[src/rtl/seq_verify_param.sv]
// Parametrised ASCII sequence verifier.
// Checks NUL-framed character frames against LETTERS{MIN_ALPHA..MAX_ALPHA}
// followed by DIGITS{MIN_DIGIT..MAX_DIGIT}. For each frame it reports a
// verdict, an error cause, a running match counter and a strobe that is
// stretched to one UART TX bit period.

module seq_verify_param #(
    parameter int FREQ         = 200,
    parameter int UART_TX_baud = 20,
    parameter int MIN_ALPHA    = 2,
    parameter int MAX_ALPHA    = 2,
    parameter int MIN_DIGIT    = 3,
    parameter int MAX_DIGIT    = 3,
    parameter int CASE_INSENS  = 0,
    parameter int CNT_W        = 8
) (
    input  logic             clk,
    input  logic             rst,
    input  logic [7:0]       ascii_char,
    input  logic             char_valid,
    output logic             sequence_valid,
    output logic             output_strobe,
    output logic [1:0]       err_code,
    output logic [CNT_W-1:0] match_count,
    output logic             in_frame
);

    // Strobe length in clock cycles, one TX bit period.
    localparam int TX_DIV = FREQ / UART_TX_baud;
    localparam int SW     = (TX_DIV > 1) ? $clog2(TX_DIV + 1) : 1;

    // Counters hold MAX+1 as a sticky "too many" value.
    localparam int AW = $clog2(MAX_ALPHA + 2);
    localparam int DW = $clog2(MAX_DIGIT + 2);
    localparam logic [AW-1:0] ALPHA_SAT = AW'(MAX_ALPHA + 1);
    localparam logic [DW-1:0] DIGIT_SAT = DW'(MAX_DIGIT + 1);

    localparam logic [1:0] CAUSE_OK    = 2'd0;
    localparam logic [1:0] CAUSE_CHAR  = 2'd1;
    localparam logic [1:0] CAUSE_ALPHA = 2'd2;
    localparam logic [1:0] CAUSE_DIGIT = 2'd3;

    typedef enum logic [1:0] {
        IDLE,
        ALPHA,
        DIGIT,
        ERR
    } state_t;

    state_t            state_q;
    logic [AW-1:0]     alpha_cnt_q;
    logic [DW-1:0]     digit_cnt_q;
    logic              has_char_q;
    logic              seq_valid_q;
    logic              strobe_q;
    logic [SW-1:0]     strobe_cnt_q;
    logic [1:0]        err_q;
    logic [CNT_W-1:0]  match_q;

    logic              is_nul;
    logic              is_letter;
    logic              is_digit;
    logic [AW-1:0]     alpha_cnt_d;
    logic [DW-1:0]     digit_cnt_d;
    logic [1:0]        cause_d;

    // Classify the incoming character; lowercase counts as a letter only
    // when the case-insensitive variant is selected.
    always_comb begin
        is_nul    = (ascii_char == 8'h00);
        is_digit  = (ascii_char >= 8'h30) && (ascii_char <= 8'h39);
        is_letter = ((ascii_char >= 8'h41) && (ascii_char <= 8'h5A)) ||
                    ((CASE_INSENS != 0) &&
                     (ascii_char >= 8'h61) && (ascii_char <= 8'h7A));
    end

    // Saturating increments so overlong runs never wrap back into range.
    always_comb begin
        alpha_cnt_d = (alpha_cnt_q == ALPHA_SAT) ? alpha_cnt_q
                                                 : alpha_cnt_q + AW'(1);
        digit_cnt_d = (digit_cnt_q == DIGIT_SAT) ? digit_cnt_q
                                                 : digit_cnt_q + DW'(1);
    end

    // Verdict cause for the frame being closed, highest priority first.
    always_comb begin
        cause_d = CAUSE_OK;
        if (state_q == ERR) begin
            cause_d = CAUSE_CHAR;
        end else if ((int'(alpha_cnt_q) < MIN_ALPHA) ||
                     (int'(alpha_cnt_q) > MAX_ALPHA)) begin
            cause_d = CAUSE_ALPHA;
        end else if ((int'(digit_cnt_q) < MIN_DIGIT) ||
                     (int'(digit_cnt_q) > MAX_DIGIT)) begin
            cause_d = CAUSE_DIGIT;
        end
    end

    // Frame FSM, counters, verdict registers and strobe stretcher.
    always_ff @(posedge clk or posedge rst) begin
        if (rst) begin
            state_q      <= IDLE;
            alpha_cnt_q  <= '0;
            digit_cnt_q  <= '0;
            has_char_q   <= 1'b0;
            seq_valid_q  <= 1'b0;
            strobe_q     <= 1'b0;
            strobe_cnt_q <= '0;
            err_q        <= CAUSE_OK;
            match_q      <= '0;
        end else begin
            if (strobe_q) begin
                if (strobe_cnt_q == '0) begin
                    strobe_q <= 1'b0;
                end else begin
                    strobe_cnt_q <= strobe_cnt_q - SW'(1);
                end
            end

            if (char_valid) begin
                if (is_nul) begin
                    if ((state_q != IDLE) && has_char_q) begin
                        seq_valid_q  <= (cause_d == CAUSE_OK);
                        err_q        <= cause_d;
                        strobe_q     <= 1'b1;
                        strobe_cnt_q <= SW'(TX_DIV - 1);
                        if (cause_d == CAUSE_OK) begin
                            match_q <= match_q + CNT_W'(1);
                        end
                    end
                    state_q     <= ALPHA;
                    alpha_cnt_q <= '0;
                    digit_cnt_q <= '0;
                    has_char_q  <= 1'b0;
                end else begin
                    case (state_q)
                        IDLE: begin
                        end
                        ALPHA: begin
                            has_char_q <= 1'b1;
                            if (is_letter) begin
                                alpha_cnt_q <= alpha_cnt_d;
                            end else if (is_digit) begin
                                digit_cnt_q <= DW'(1);
                                state_q     <= DIGIT;
                            end else begin
                                state_q <= ERR;
                            end
                        end
                        DIGIT: begin
                            has_char_q <= 1'b1;
                            if (is_digit) begin
                                digit_cnt_q <= digit_cnt_d;
                            end else begin
                                state_q <= ERR;
                            end
                        end
                        ERR: begin
                            has_char_q <= 1'b1;
                        end
                        default: begin
                            state_q <= IDLE;
                        end
                    endcase
                end
            end
        end
    end

    assign sequence_valid = seq_valid_q;
    assign output_strobe  = strobe_q;
    assign err_code       = err_q;
    assign match_count    = match_q;
    assign in_frame       = (state_q != IDLE);

endmodule
[config.mk]
export PLATFORM = sky130hd
export DESIGN_NAME = seq_verify_param
export DESIGN_NICKNAME = d
export VERILOG_FILES = /design/src/rtl/seq_verify_param.sv
export SDC_FILE = /design/constraint.sdc
export NUM_CORES = 1
export LEC_CHECK = 0
export CAP_MARGIN = 0
export CORE_ASPECT_RATIO = 0.5
export CORE_MARGIN = 2
export CORE_UTILIZATION = 36
export DETAILED_ROUTE_END_ITERATION = 10
export MAX_ROUTING_LAYER = met4
export PLACE_DENSITY = 0.55
export SLEW_MARGIN = 20
export SYNTH_ARGS = -nofsm -noshare
export SYNTH_HDL_FRONTEND = slang
export SYNTH_SLANG_ARGS = --single-unit
[constraint.sdc]
create_clock -name clk -period 3.35 [get_ports clk]
set_clock_uncertainty 0.2 [all_clocks]
set_input_delay 0.5025 -clock clk [delete_from_list [all_inputs] [get_ports clk]]
set_output_delay 0.5025 -clock clk [all_outputs]
set_load 0.1 [all_outputs]
==> results.cfg <==
[die]
rows = 15
start_util_pct = 37.8
die_w_um = 89.4
coreArea_um2 = 3470
die_h_um = 46.7
die_area_um2 = 4180
ioPinCount = 24

[clocking]
cts_setup_buffers = 0
ctsHoldBuffers = 0
cts_buffers = 3
cts.clk_slew.worst_paths_ps = 90
cts_resized = 0
tritoncts_num_sinks = 24
cts_max_path_buffers = 2
cts_tree = done
htreeDepth = 1
clkLatencyLatePin_ps = 270
cts_root_buf = clkbuf_8

[worst_setup_path]
crit_path_max_fanout = 9
cp_slowest_cell = clkdlybuf4s50_1
timing.critical_path.from = char_valid
critPathKind = primary input to register
timing.rr.start = digit_cnt_q[0]
r2r_setup_slack_ps = 1430
worstSetupStartpointType = primary input
worstPathRequired_ps = 3310
path_cells = clkdlybuf4s50_1 > o211a_4 > and3_1 > and2_4 > nand2_4 > mux2_4
cpPeakStageDelay_ps = 640
rr_endpoint = match_count[1]
worstSetupEndpointType = register
arrival_ps = 2260
endpoint = match_count[1]
reg2reg_depth = 6

[synth]
syn_area_per_cell_um2 = 9.88
yosys-top-cells-area = dfrtp_1 (46%), ha_1 (6.7%), a21oi_1 (5.0%), nand2_1 (3.7%), inv_1 (2.9%)
synth_area_um2 = 1310
synth_fp_nets = 151
ys_seq_area_share_pct = 45.7
yosysTopAreaCell = dfrtp_1
synth.distinct_cells = 38
ys_warn_count = 0
yosysTopAreaCellShare_pct = 45.7
synthCells = 133
synth_seq_cells = 24

[timing]
drv_slew = 0
hold_ws_ps = 269
setup_violations = 0
max_freq_mhz = 435
hold_viol_final = 0
relSlewSlack_pct = 41.4
fin_tns_setup_ps = 0
grt_setup_unrepaired = no
finalCritPeriodShare_pct = 68.6
tightest_slew_ps = 874
min_period_ps = 2300

[global_route]
antenna_found_initial = 0
grt_max_degree = 25
grt_use_total_pct = 14.0
grt_pass1_wl_mm = 4.21
gr-total-overflow = 0
grt_pass1_vias = 943

[finish]
area_growth_pct = 23.5
multi_input_area_um2 = 652
fillers = 359
fin_nets = 176
fin_util_pct = 46.7
diodes = 0
seq_area_um2 = 601
drive_above_1_share_pct = 20.4

[run]
max-cap-violations = 0

[placed_design]
dpl.hpwl_mm = 2.00
gp_congestion = 0.834
io_buffers = 23

[worst_hold_path]
hp-class = register to register

[routing]
postRouteWirelength_mm = 2.60
avgRoutedWirePerCell_um = 12.5
vias = 1015
routed_via_density = 4.88
drt_iter0_markers = 31
firstDrtPassIters = 4
antenna_left = 0
wl_met2_mm = 1.14
met3_length_um = 90
drcViolationCount = 0
wl_met1_mm = 1.35
highest_layer = met4

[power]
total_power_uw = 700
cellLeakagePower_uw = 0.000831
ir_worst_vdd_v = 0.000137
p_per_area_nw_per_um2 = 432

[outcome]
run_status = completed
## placed cells by master, fill, tap and decap left out, types with 2 or more instances in the layout
cell,count
a21oi_1,13
nand2_4,2
nand3_1,4
o21ai_0,2
and3_1,4
dfrtp_1,24
nor4_1,2
buf_4,13
or2_2,2
nor2_1,10
clkbuf_8,3
and2b_2,2
xnor2_1,4
inv_1,9
clkdlybuf4s50_1,10
nand4_1,2
nand2_1,13
xor2_1,4
a22o_1,2
a21o_1,2
or4_1,2
ha_1,7
a31o_2,2
o22ai_1,2
nor3_1,2
## critical path, delay by kind of cell
family	cells	cell delay [ps]
AO/OA/AOI/OAI	1	240
buffers and inverters	1	640
multiplexers	1	300
AND/OR/NAND/NOR	3	570
## through the flow
stage / std cells / worst slack [ps] / cell area [µm²]
4_1_cts: 208 / 1040 / 1620
2_1_floorplan: 133 / 1140 / 1310
5_1_grt: 208 / 959 / 1620
3_5_place_dp: 204 / 752 / 1550
6_report: 208 / 1050 / 1620
3_3_place_gp: 204 / 769 / 1550
## cell usage after synthesis
master	n
buf_2	1
and2_1	1
o21a_2	1
or2_2	2
nor4_1	2
and3_1	4
nand2_4	2
dfrtp_1	24
nor3b_1	1
a22o_1	2
a21boi_0	1
nor3_1	2
o21ai_2	1
nand3_1	4
a211o_1	1
a31o_2	2
o21ai_0	2
or4_1	2
a21oi_1	13
nand4_1	2
o22ai_1	2
xor2_1	4
nor2_1	10
a21o_1	2
inv_1	10
or4b_2	1
buf_6	1
and2b_2	2
buf_4	1
xnor2_1	4
ha_1	7
and3_2	1
o211a_4	1
and2_4	1
a211oi_1	1
nand2_1	13
nand4b_1	1
mux2_4	1
## how the worst min path moves through the flow
stage	from	endpoint	slack [ps]	cells after the start
floorplan	alpha_cnt_q[1]	alpha_cnt_q[1]	300	2
global placement	match_count[7]	match_count[7]	270	1
detailed placement	match_count[7]	match_count[7]	260	1
CTS	match_count[7]	match_count[7]	280	1
global route	err_code[1]	err_code[1]	310	1
finish	match_count[7]	match_count[7]	270	1
## final cells by class
cell class,instances,share of cell area [%]
repair buffers,23,12.2
flip-flops and latches,24,37.0
multi-input cells,96,40.2
inverters,10,2.31
clock buffers,3,2.54
well taps,51,3.93
clock inverters,1,1.85
## power breakdown
group          total, µW  switching (µW)  internal (µW)
logic                108            61.4           46.3
clock network        258            98.6            160
registers            334            21.7            313
## kinds of logic after synthesis
kind of cell / count (synthesis) / synth area share [%]
fa+ha+maj: 7 / 6.67
buf+inv: 13 / 4.67
compound gates: 29 / 15.0
flops: 24 / 45.7
mux: 1 / 1.14
simple gates: 51 / 21.5
xor+xnor: 8 / 5.33
## layer usage
metal | GRT usage, % | vias up
li1 | - | 512
met1 | 17.5 | 486
met2 | 22.1 | 13
met3 | 4.48 | 4
met4 | 3.58 | 0
met5 | - | -
## sequential cells by signal, summed over array words and instances (netlist names)
name	count
output_strobe	1
sequence_valid	1
strobe_cnt_q	4
match_count	8
err_code	2
digit_cnt_q	3
has_char_q	1
alpha_cnt_q	2
state_q	2
Note: power is estimated with default switching activity, not from simulation.
